==> src/rtl/cgra_job_scheduler.sv <==
// ---------------------------------------------------------------------------
// cgra_job_scheduler
//
// Collects kernel-launch requests from NREQ requesters, grants at most one per
// cycle in round-robin order into a small job FIFO, and plays each job onto the
// CGRA control port as two register writes (column mask, then kernel id). It
// then waits for the CGRA done interrupt. On completion the owning requester
// gets a one-cycle done pulse, and a shared irq pulses at the same time.
//
// Optional feature macro: CGRA_SCHED_TIMEOUT_EN
//   defined   : a 16-bit watchdog ends a job stuck in WAIT after TIMEOUT_CYCLES
//               cycles and flags it on err_o.
//   undefined : WAIT lasts until cgra_int_i, and err_o is tied low.
//
// Ports:
//   clk_i, rst_ni         clock, asynchronous active-low reset
//   req_valid_i/ready_o   per-requester request handshake (ready = granted)
//   req_kid_i             kernel id of requester i at [i*KID_W +: KID_W]
//   req_cols_i            column mask of requester i at [i*4 +: 4]
//   reg_valid_o/ready_i   register-write handshake towards the CGRA slave
//   reg_addr_o/wdata_o    write address/data, zero while reg_valid_o is low
//   cgra_int_i            CGRA kernel-done pulse
//   done_o                one-cycle completion pulse to the owning requester
//   err_o                 one-cycle timeout flag, coincides with done_o
//   irq_o                 one-cycle aggregate completion interrupt
//   busy_o                a job is in flight (FSM not IDLE)
//   fifo_level_o          registered FIFO occupancy
// ---------------------------------------------------------------------------
module cgra_job_scheduler #(
  parameter int unsigned NREQ           = 2,
  parameter int unsigned FIFO_DEPTH     = 4,
  parameter int unsigned KID_W          = 4,
  parameter logic [31:0] CGRA_BASE      = 32'h0,
  parameter int unsigned TIMEOUT_CYCLES = 4096
) (
  input  logic                          clk_i,
  input  logic                          rst_ni,
  input  logic [NREQ-1:0]               req_valid_i,
  output logic [NREQ-1:0]               req_ready_o,
  input  logic [NREQ*KID_W-1:0]         req_kid_i,
  input  logic [NREQ*4-1:0]             req_cols_i,
  output logic                          reg_valid_o,
  output logic [31:0]                   reg_addr_o,
  output logic [31:0]                   reg_wdata_o,
  input  logic                          reg_ready_i,
  input  logic                          cgra_int_i,
  output logic [NREQ-1:0]               done_o,
  output logic                          err_o,
  output logic                          irq_o,
  output logic                          busy_o,
  output logic [$clog2(FIFO_DEPTH):0]   fifo_level_o
);

  localparam int unsigned PTR_W = $clog2(FIFO_DEPTH);
  localparam int unsigned LVL_W = PTR_W + 1;
  localparam int unsigned OWN_W = (NREQ > 1) ? $clog2(NREQ) : 1;

  localparam logic [2:0] ST_IDLE    = 3'd0;
  localparam logic [2:0] ST_WR_COLS = 3'd1;
  localparam logic [2:0] ST_WR_KID  = 3'd2;
  localparam logic [2:0] ST_WAIT    = 3'd3;
  localparam logic [2:0] ST_DONE    = 3'd4;

  localparam logic [31:0] ADDR_COLS = CGRA_BASE + 32'h8;
  localparam logic [31:0] ADDR_KID  = CGRA_BASE + 32'h4;

  logic [OWN_W-1:0] rr_q;
  logic             grant_valid;
  logic [OWN_W-1:0] grant_idx;

  logic [OWN_W-1:0] fifo_own_q  [FIFO_DEPTH];
  logic [KID_W-1:0] fifo_kid_q  [FIFO_DEPTH];
  logic [3:0]       fifo_cols_q [FIFO_DEPTH];
  logic [PTR_W-1:0] wr_ptr_q, rd_ptr_q;
  logic [LVL_W-1:0] level_q;
  logic             fifo_full, fifo_empty, push, pop;

  logic [2:0]       state_q, state_d;
  logic [OWN_W-1:0] own_q;
  logic [KID_W-1:0] kid_q;
  logic [3:0]       cols_q;
  logic             wdog_expired;

  assign fifo_full  = (level_q == LVL_W'(FIFO_DEPTH));
  assign fifo_empty = (level_q == '0);

  // Round-robin search starting at the pointer. Fullness is judged on the
  // registered level only, so a pop in the same cycle never makes room.
  always_comb begin
    int idx;
    grant_valid = 1'b0;
    grant_idx   = '0;
    idx         = 0;
    for (int k = 0; k < int'(NREQ); k++) begin
      idx = int'(rr_q) + k;
      if (idx >= int'(NREQ)) idx = idx - int'(NREQ);
      if (!grant_valid && !fifo_full && req_valid_i[idx]) begin
        grant_valid = 1'b1;
        grant_idx   = OWN_W'(idx);
      end
    end
  end

  always_comb begin
    for (int i = 0; i < int'(NREQ); i++) begin
      req_ready_o[i] = grant_valid && (grant_idx == OWN_W'(i));
    end
  end

  assign push = grant_valid;
  assign pop  = (state_q == ST_IDLE) && !fifo_empty;

  // FIFO payload storage needs no reset; only the pointers define contents.
  always_ff @(posedge clk_i) begin
    if (push) begin
      fifo_own_q[wr_ptr_q]  <= grant_idx;
      fifo_kid_q[wr_ptr_q]  <= req_kid_i[int'(grant_idx)*KID_W +: KID_W];
      fifo_cols_q[wr_ptr_q] <= req_cols_i[int'(grant_idx)*4 +: 4];
    end
  end

  always_ff @(posedge clk_i or negedge rst_ni) begin
    if (!rst_ni) begin
      rr_q     <= '0;
      wr_ptr_q <= '0;
      rd_ptr_q <= '0;
      level_q  <= '0;
    end else begin
      if (push) begin
        wr_ptr_q <= wr_ptr_q + 1'b1;
        rr_q     <= (grant_idx == OWN_W'(NREQ - 1)) ? '0 : grant_idx + 1'b1;
      end
      if (pop) rd_ptr_q <= rd_ptr_q + 1'b1;
      if (push && !pop)      level_q <= level_q + 1'b1;
      else if (!push && pop) level_q <= level_q - 1'b1;
    end
  end

  always_comb begin
    state_d = state_q;
    case (state_q)
      ST_IDLE:    if (!fifo_empty) state_d = ST_WR_COLS;
      ST_WR_COLS: if (reg_ready_i) state_d = ST_WR_KID;
      ST_WR_KID:  if (reg_ready_i) state_d = ST_WAIT;
      // The interrupt wins over a watchdog expiry in the same cycle.
      ST_WAIT:    if (cgra_int_i || wdog_expired) state_d = ST_DONE;
      ST_DONE:    state_d = ST_IDLE;
      default:    state_d = ST_IDLE;
    endcase
  end

  always_ff @(posedge clk_i or negedge rst_ni) begin
    if (!rst_ni) begin
      state_q <= ST_IDLE;
      own_q   <= '0;
      kid_q   <= '0;
      cols_q  <= '0;
    end else begin
      state_q <= state_d;
      if (pop) begin
        own_q  <= fifo_own_q[rd_ptr_q];
        kid_q  <= fifo_kid_q[rd_ptr_q];
        cols_q <= fifo_cols_q[rd_ptr_q];
      end
    end
  end

`ifdef CGRA_SCHED_TIMEOUT_EN
  localparam logic [15:0] WDOG_LAST = 16'(TIMEOUT_CYCLES - 1);

  logic [15:0] wdog_q;
  logic        err_q;

  assign wdog_expired = (state_q == ST_WAIT) && (wdog_q == WDOG_LAST);

  // The watchdog restarts on the kid write that enters WAIT. err_q is set
  // only on the expiry transition, so it is high exactly during that DONE.
  always_ff @(posedge clk_i or negedge rst_ni) begin
    if (!rst_ni) begin
      wdog_q <= '0;
      err_q  <= 1'b0;
    end else begin
      if ((state_q == ST_WR_KID) && reg_ready_i) begin
        wdog_q <= '0;
      end else if ((state_q == ST_WAIT) && !cgra_int_i && !wdog_expired) begin
        wdog_q <= wdog_q + 16'd1;
      end
      err_q <= wdog_expired && !cgra_int_i;
    end
  end

  assign err_o = (state_q == ST_DONE) && err_q;
`else
  assign wdog_expired = 1'b0;
  assign err_o        = 1'b0;
`endif

  // Outputs decode straight from the state register, so an asynchronous
  // reset drops reg_valid_o immediately.
  always_comb begin
    reg_valid_o = 1'b0;
    reg_addr_o  = '0;
    reg_wdata_o = '0;
    if (state_q == ST_WR_COLS) begin
      reg_valid_o = 1'b1;
      reg_addr_o  = ADDR_COLS;
      reg_wdata_o = {28'b0, cols_q};
    end else if (state_q == ST_WR_KID) begin
      reg_valid_o = 1'b1;
      reg_addr_o  = ADDR_KID;
      reg_wdata_o = 32'(kid_q);
    end
  end

  always_comb begin
    for (int i = 0; i < int'(NREQ); i++) begin
      done_o[i] = (state_q == ST_DONE) && (own_q == OWN_W'(i));
    end
  end

  assign irq_o        = (state_q == ST_DONE);
  assign busy_o       = (state_q != ST_IDLE);
  assign fifo_level_o = level_q;

endmodule

==> config.mk <==
export PLATFORM = sky130hd
export DESIGN_NAME = cgra_job_scheduler
export DESIGN_NICKNAME = d
export VERILOG_FILES = /design/src/rtl/cgra_job_scheduler.sv
export SDC_FILE = /design/constraint.sdc
export NUM_CORES = 1
export LEC_CHECK = 0
export CORE_UTILIZATION = 49
export CTS_CLUSTER_SIZE = 14
export DETAILED_ROUTE_END_ITERATION = 8
export PLACE_DENSITY = 0.85
export SYNTH_ARGS = -nofsm -noshare
export SYNTH_HDL_FRONTEND = slang
export SYNTH_SLANG_ARGS = --single-unit
==> constraint.sdc <==
create_clock -name clk_i -period 5.6 [get_ports clk_i]
set_input_delay 1.4 -clock clk_i [delete_from_list [all_inputs] [get_ports clk_i]]
set_output_delay 1.4 -clock clk_i [all_outputs]
set_load 0.02 [all_outputs]
# ---- After elaboration in Yosys (flattened, before gate mapping)
# Memory sizes are Yosys's and may differ from the RTL's. A register that Yosys moved wholly into a read port is not among the register bits.
# Cells that the tools add are included.
# Widths: inputs -> output; s select.
dict set report totals {
  memories 3
  out_inout_bits 75
  mem_bits_rw 36
  wordCells 84
  register_bits 11
  in_bits 22
}
dict set report classes {
  n_mux 28
  bitwise 2
  shift 2
  n_addsub 8
  eq_ne 9
  order_cmp 4
  reduce_logical 23
}
# memory depth word_bits rd rd_ports_with_merged_regs write_ports line_no
set memory_table {}
lappend memory_table {fifo_cols_q 4 4 1 1 1 73} ;# logic [3:0] fifo_cols_q [FIFO_DEPTH];
lappend memory_table {fifo_kid_q 4 4 1 1 1 72} ;# logic [KID_W-1:0] fifo_kid_q [FIFO_DEPTH];
lappend memory_table {fifo_own_q 4 1 1 1 1 71} ;# logic [OWN_W-1:0] fifo_own_q [FIFO_DEPTH];
# cell count
set op_table {}
lappend op_table {{$lt 32x3->1 const B} 2}
lappend op_table {{$mux 32} 2}
lappend op_table {{$mux 3} 7}
lappend op_table {{$shiftx 8x4->4} 2}
lappend op_table {{$mux 1} 15}
lappend op_table {{$mux 4} 3}
lappend op_table {{$pmux 3 s4} 1}
lappend op_table {{$logic_and 1x1->1} 10}
lappend op_table {{$logic_not 1->1} 8}
lappend op_table {{$ne 2x2->1 const B} 4}
lappend op_table {{$eq 3x2->1 const B} 2}
lappend op_table {{$eq 3x3->1 const B} 2}
lappend op_table {{$logic_not 3->1} 2}
lappend op_table {{$add 2x1->2 const B} 2}
lappend op_table {{$reduce_and 4->1} 1}
lappend op_table {{$add 3x1->3 const B} 1}
lappend op_table {{$eq 3x1->1 const B} 1}
lappend op_table {{$reduce_bool 3->1} 1}
lappend op_table {{$sub 1x2->3 const B} 1}
lappend op_table {{$sub 2x2->3 const B} 1}
lappend op_table {{$sub 3x1->3 const B} 1}
lappend op_table {{$add 1x1->2 const B} 1}
lappend op_table {{$ge 1x2->1 const B} 1}
lappend op_table {{$ge 2x2->1 const B} 1}
lappend op_table {{3 further kinds} 4}

# ---- Logic depth before layout (Yosys ltp)
# Gate-level depths: netlist of run 1.
dict set report depth {
  ltp_word 15
  depth_mapped 11
  mapped_depth_nobuf 9
}

# ---- Worst setup path before layout of run 1
# OpenSTA, ideal clock, no wires.
dict set report synth_path {
  path_type {in2out}
  startpoint {input req_valid_i[0]}
  endpoint {output req_ready_o[0]}
  cell_stages 4
  path_slack_ps 2265
  n_path_buf 1
  required_time_ps 4200
  arrival_ps 1935
  path_cell_list {nand2b_1 nand3_2 buf_4 and2_2}
}
dict set report synth_via {
  elab_chain_len 11
  word_cells_on_any_way 16
  classes_between {10 x mux; 1 x bitwise; 5 x reduce/logical}
}
# element line_no
set synth_rtl {}
lappend synth_rtl {{start: declaration} 38} ;# input logic [NREQ-1:0] req_valid_i,
lappend synth_rtl {{$mux 1 (implied by the code) (3 in series)} 97} ;# if (!grant_valid && !fifo_full && req_valid_i[idx]) begin
lappend synth_rtl {{$logic_and 1x1->1} 97}
lappend synth_rtl {{$mux 1} 97}
lappend synth_rtl {{$logic_not 1->1} 97}
lappend synth_rtl {{$logic_and 1x1->1 (2 in series)} 97}
lappend synth_rtl {{$mux 1} 97}
lappend synth_rtl {{$not 1->1} 106} ;# req_ready_o[i] = grant_valid && (grant_idx == OWN_W'(i));
lappend synth_rtl {{$logic_and 1x1->1 *} 106}
lappend synth_rtl {{end: declaration} 39} ;# output logic [NREQ-1:0] req_ready_o,
# Every way passes the cells marked *; elsewhere a longest branch is shown, timed or not. The select of a mux whose other input is x is not followed.

# ---- Final worst setup path of run 1
dict set report layout_path {
  startpoint {input req_valid_i[1]}
  endpoint {output req_ready_o[0]}
}
# The elaborated chain is that of the path after synthesis.

==> run metrics, run 1 <==
status=finished, final reports clean; synthesized area=2920 sq um; Reg2Reg Setup Slack=3.26 ns; Core ar.=about 5600 sq um; Final Power=0.00165 W; num rows=27; DRT antenna net count=0; switching share of total power=0.345; largest net degree at the start of global routing=21; Clk network pwr share=0.124; # IOs=97; area of the die=6260 sq um; Total GRT Usage=0.144; HPWL Detailed=2970 microns; P&R area growth vs syn=9.06%; Fin Clk Skew=0.00678 ns; Cell Count, Final, Fillers Out=about 320; post-cts hold buffer count=0; most frequent cells in the layout=59 x conb_1, 37 x clkdlybuf4s50_1, 36 x edfxtp_1; Hold WS=0.500 ns; Clock transition at path regs=~0.090 ns; Net Sw Power=0.000572 W; Slowest-stage cell, CP=clkdlybuf4s50_1; Period minus WS final=4.39 ns; Die W=79.1 microns; CP max stage delay=0.59 ns; Die Ht=79.1 microns; Synth Area per Inst=14.2 sq um; setup TNS=0 ns; sequential share of the synthesized area=0.542; # DRC=0; Leak Pwr=1.28 nW; RSZ-0062 raised after global routing=false; Critical Path AT=2.99 ns; synth unique cells=33; Post-synth EDFFs=36; placed insts=roughly 310; clock latency on the worst-skew pair=0.31 ns; vias in the first global route=1353; share of layout cells above drive strength 1=0.185; CTS Buf Count=5; CP Capture Type=output pin; Worst-Margin Slew=0.905 ns; CP Max Fanout=9; crit-path cells=clkdlybuf4s50_1 -> o21a_1 -> and2_2 -> clkdlybuf4s50_1; Bufs on Longest Clock Path=2; capturing point of the worst reg2reg path=fifo_level_o[1]; Hold Path Sink=rr_q; Initial Util=0.520; R2R cell count=7; Routability Congestion=approximately 0.7; Detailed Routing Iterations Pass 1=4; #FFs+latches synth=56; # nets final=270; max cap viols=0; Int Pwr=0.00108 W; fin util=0.567; Hold Startpoint=rr_q; commonest non-fill, non-tap cell in the layout=conb_1; Final Slew Violations=0; Worst EP required=4.20 ns; remaining global-route overflow=0; initial antenna violation count=0; Comb pwr share=0.430; CTS root buf=clkbuf_8; Post-CTS Resized=0; DRT Wirelength=3970 microns; Final setup viols=0; htree depth=2; Worst VDD drop=0.247 mV; Hold Fails Final Rpt=0; Reg power frac=0.446; commonest register cell after synthesis=edfxtp_1; routed vias=1446; antenna cells=0; Fmax=0.228 GHz; Clock Sinks=56; crit-path leading delay family=buffers and inverters; post-DR vias/cell=4.59; # port buffers=37; Post-synth ARST share=0.357; Hold Crit Class=reg2reg; Cell Pwr Density=520 nW/um^2; worst path bufs/invs=2; r2r startpoint=state_q[1]; startpoint class of the critical path=input port; first-pass GRT wire length=6670 microns; Avg WL per Cell=12.6 microns; WS Path Type=in2out; CTS tree=built; setup bufs post-CTS=0; cell mode on critical path=clkdlybuf4s50_1; synthesized instance count=205; Rel. slew slack=0.395; hold depth=1; Initial DRC Count=40; Synth warnings=0; fin crit share=0.783
==> Yosys cell counts, types with 3 or more instances <==
cell	number	share of area
edfxtp_1	36	0.37
a22o_1	4	0.012
dfrtp_1	20	0.17
nor2_1	3	0.0039
nand2_1	3	0.0039
and2_2	5	0.013
ha_1	5	0.021
xor2_1	4	0.012
mux2_2	18	0.070
nor3b_1	3	0.0077
inv_1	7	0.0090
mux4_2	9	0.070
buf_6	3	0.012
buf_4	61	0.16
==> metal layers <==
layer / share of wire / vias to the layer above / track usage
met5: 0 / - / 0
met4: 0.015 / 0 / 0.0545
met3: 0.061 / 7 / 0.0287
met2: 0.50 / 75 / 0.234
met1: 0.42 / 692 / 0.190
li1: - / 672 / -
==> metrics by stage <==
stage | area [sq um] | worst slack (ns)
after CTS | 3180 | 1.20
after global placement | 3100 | 1.20
after floorplan | 3130 | 2.27
after detailed placement | 3100 | 1.20
after global routing | 3180 | 1.11
final | 3180 | 1.21
==> cells by family (layout without fill, tap and decap cells) <==
family,count (synthesis),after routing,share of synthesized area
other cells,1,59,0.00129
buf+inv,72,52,0.179
fa+ha+maj,6,6,0.0283
xor+xnor,6,6,0.0180
compound gates,9,9,0.0232
mux,29,29,0.148
flops,56,56,0.542
simple gates,26,26,0.0601
==> flip-flops by register name (all words and copies together) (netlist names) <==
name and cells:
fifo_own_q 4, rd_ptr_q 2, wr_ptr_q 2, state_q 3, fifo_cols_q 16, fifo_kid_q 16
cols_q 4, fifo_level_o 3, rr_q 1, own_q 1, kid_q 4
==> worst max path at each step <==
stage | start | cells past startpoint | to
final | req_valid_i[1] | 4 | req_ready_o[0]
after global placement | req_valid_i[1] | 4 | req_ready_o[0]
after detailed placement | req_valid_i[0] | 5 | req_ready_o[0]
after floorplan | req_valid_i[0] | 4 | req_ready_o[0]
after CTS | req_valid_i[0] | 5 | req_ready_o[0]
after global routing | req_valid_i[0] | 5 | req_ready_o[0]
==> final cells by class <==
cell class	count	area [sq um]
fill	477	2430
sequential	56	1580
multi-input combinational	135	1030
timing repair buffer	37	370
tap	72	90.1
clock buffer	7	76.3
inverter	7	26.3
clock inverter	1	5.00
==> power groups by stage <==
stage	registers, W	clock network, W	logic, W
after floorplan	0.000701	0	0.000597
after global placement	0.000741	0	0.000705
after detailed placement	0.000752	0	0.000723
after CTS	0.000743	0.000214	0.000726
after global routing	0.000765	0.000229	0.000776
final	0.000737	0.000205	0.000712
No activity file was read; power rests on OpenSTA's default activity.
==> inputs of run 2 (changes only) <==
Settings changed: CORE_UTILIZATION 49 to 46, PLACE_DENSITY 0.85 to 0.8.
Clock period 5.6 ns to 4.19 ns, I/O delays scaled along.
==> run metrics, run 2 (synthesis results as in run 1) <==
cell mode on critical path=clkdlybuf4s50_1; Fmax=about 0.27 GHz; Total GRT Usage=0.132; Avg WL per Cell=12.4 microns; FILL cells=518; area of the die=6660 sq um; Rel. slew slack=0.433; CTS Buf Count=5; post-DR vias/cell=~4.5; final instance area=3220 sq um; Hold WS=0.491 ns; Final setup viols=0; num rows=28; Die Ht=81.6 microns; largest net degree at the start of global routing=21; CP Max Fanout=12; CTS root buf=clkbuf_8; Routability Congestion=0.717; startpoint class of the critical path=input port; Clock Sinks=56; Cell Pwr Density=705 nW/um^2; area of the multi-input gates=~1000 sq um; # IOs=97; CP Capture Type=output pin; Slowest-stage cell, CP=clkdlybuf4s50_1; Final Slew Violations=0; first-pass GRT wire length=6440 microns; Hold Crit Class=reg2reg; max cap viols=0; # port buffers=37; fin crit share=0.881; DRT antenna net count=0; Worst EP required=3.14 ns; crit-path cells=clkdlybuf4s50_1 -> nand2b_1 -> nand3_2 -> and2_2 -> clkdlybuf4s50_1; placed insts=between 300 and 400; Worst-Margin Slew=0.848 ns; post-cts hold buffer count=0; Reg area=1580 sq um; WS Path Type=in2out; status=finished, final reports clean; Core ar.=6030 sq um; biggest regs=fifo_cols_q x16, fifo_kid_q x16; Critical path origin=req_valid_i[0]; Hold Fails Final Rpt=0; Die W=81.6 microns; most frequent cells in the layout=59 x conb_1, 37 x clkdlybuf4s50_1, 36 x edfxtp_1; crit-path leading delay family=buffers and inverters; Fin Clk Skew=0.00629 ns; Initial DRC Count=42; Leak Pwr=1.30 nW; P&R area growth vs syn=10.5%; # DRC=0; worst path bufs/invs=2; CP max stage delay=between 0.5 and 0.6 ns; placed instance area=3110 sq um; Clock transition at path regs=0.09 ns; r2r startpoint=state_q[1]; Worst VDD drop=0.362 mV; share of layout cells above drive strength 1=0.197; Initial Util=0.484; commonest non-fill, non-tap cell in the layout=conb_1; initial antenna violation count=0; # nets final=271; RSZ-0062 raised after global routing=false; remaining global-route overflow=0; Hold Startpoint=rr_q; DRT Wirelength=3960 microns; Bufs on Longest Clock Path=2; setup bufs post-CTS=0; htree depth=2; vias in the first global route=1331; Critical Path AT=2.64 ns; HPWL Detailed=roughly 3000 microns; Cell Count, Final, Fillers Out=319; clock latency on the worst-skew pair=0.30 ns; antenna cells=0; CTS tree=built; routed vias=1441; setup TNS=0 ns; Detailed Routing Iterations Pass 1=3; Post-CTS Resized=0; Period minus WS final=3.69 ns
## run 2: cell types whose count changed in the layout (fill, tap and decap cells not counted)
cell / change
buf_4: +1
clkbuf_1: -2
clkbuf_16: +1
clkinv_2: -1
clkinv_4: +2
## run 2: cell type report
type                            instances  share of cell area
Clock buffer                            6              0.0291
Clock inverter                          2             0.00544
Inverter                                7             0.00816
Multi-Input combinational cell        135               0.320
Sequential cell                        56               0.491
Tap cell                               75              0.0291
Timing Repair Buffer                   38               0.117
## run 2: path summary, 6_finish.rpt
path                                   end  slack [ns]  depth (start not counted)
hold / removal                        rr_q        0.49                          1
setup / recovery            req_ready_o[0]        0.50                          5
setup reg to reg           fifo_level_o[1]        1.84                          7
min in group asynchronous      wr_ptr_q[1]        1.22                          1
max in group asynchronous        cols_q[2]        2.45                          1
hold reg to reg                       rr_q        0.49                          1
## run 2: power by group
group          internal (W)  switching, W  total (W)  leakage (nW)
logic              0.000500      0.000464   0.000964         0.675
clock network      0.000156      0.000169   0.000325        0.0565
registers          0.000833      0.000147   0.000980         0.568
total               0.00149      0.000780    0.00227          1.30
## run 2: metal layers
metal / share of wire / track usage
met4: 0.017 / 0.0632
met3: 0.066 / 0.0256
met1: 0.41 / 0.163
met5: 0 / 0
met2: 0.50 / 0.224
## run 2: through the flow
stage	util	power (W)	setup slack [ns]
floorplan	-	0.00173	1.55
global placement	0.516	0.00194	0.493
detailed placement	0.516	0.00198	0.470
CTS	0.534	0.00230	0.465
global route	0.534	0.00242	0.416
finish	0.534	0.00227	0.499
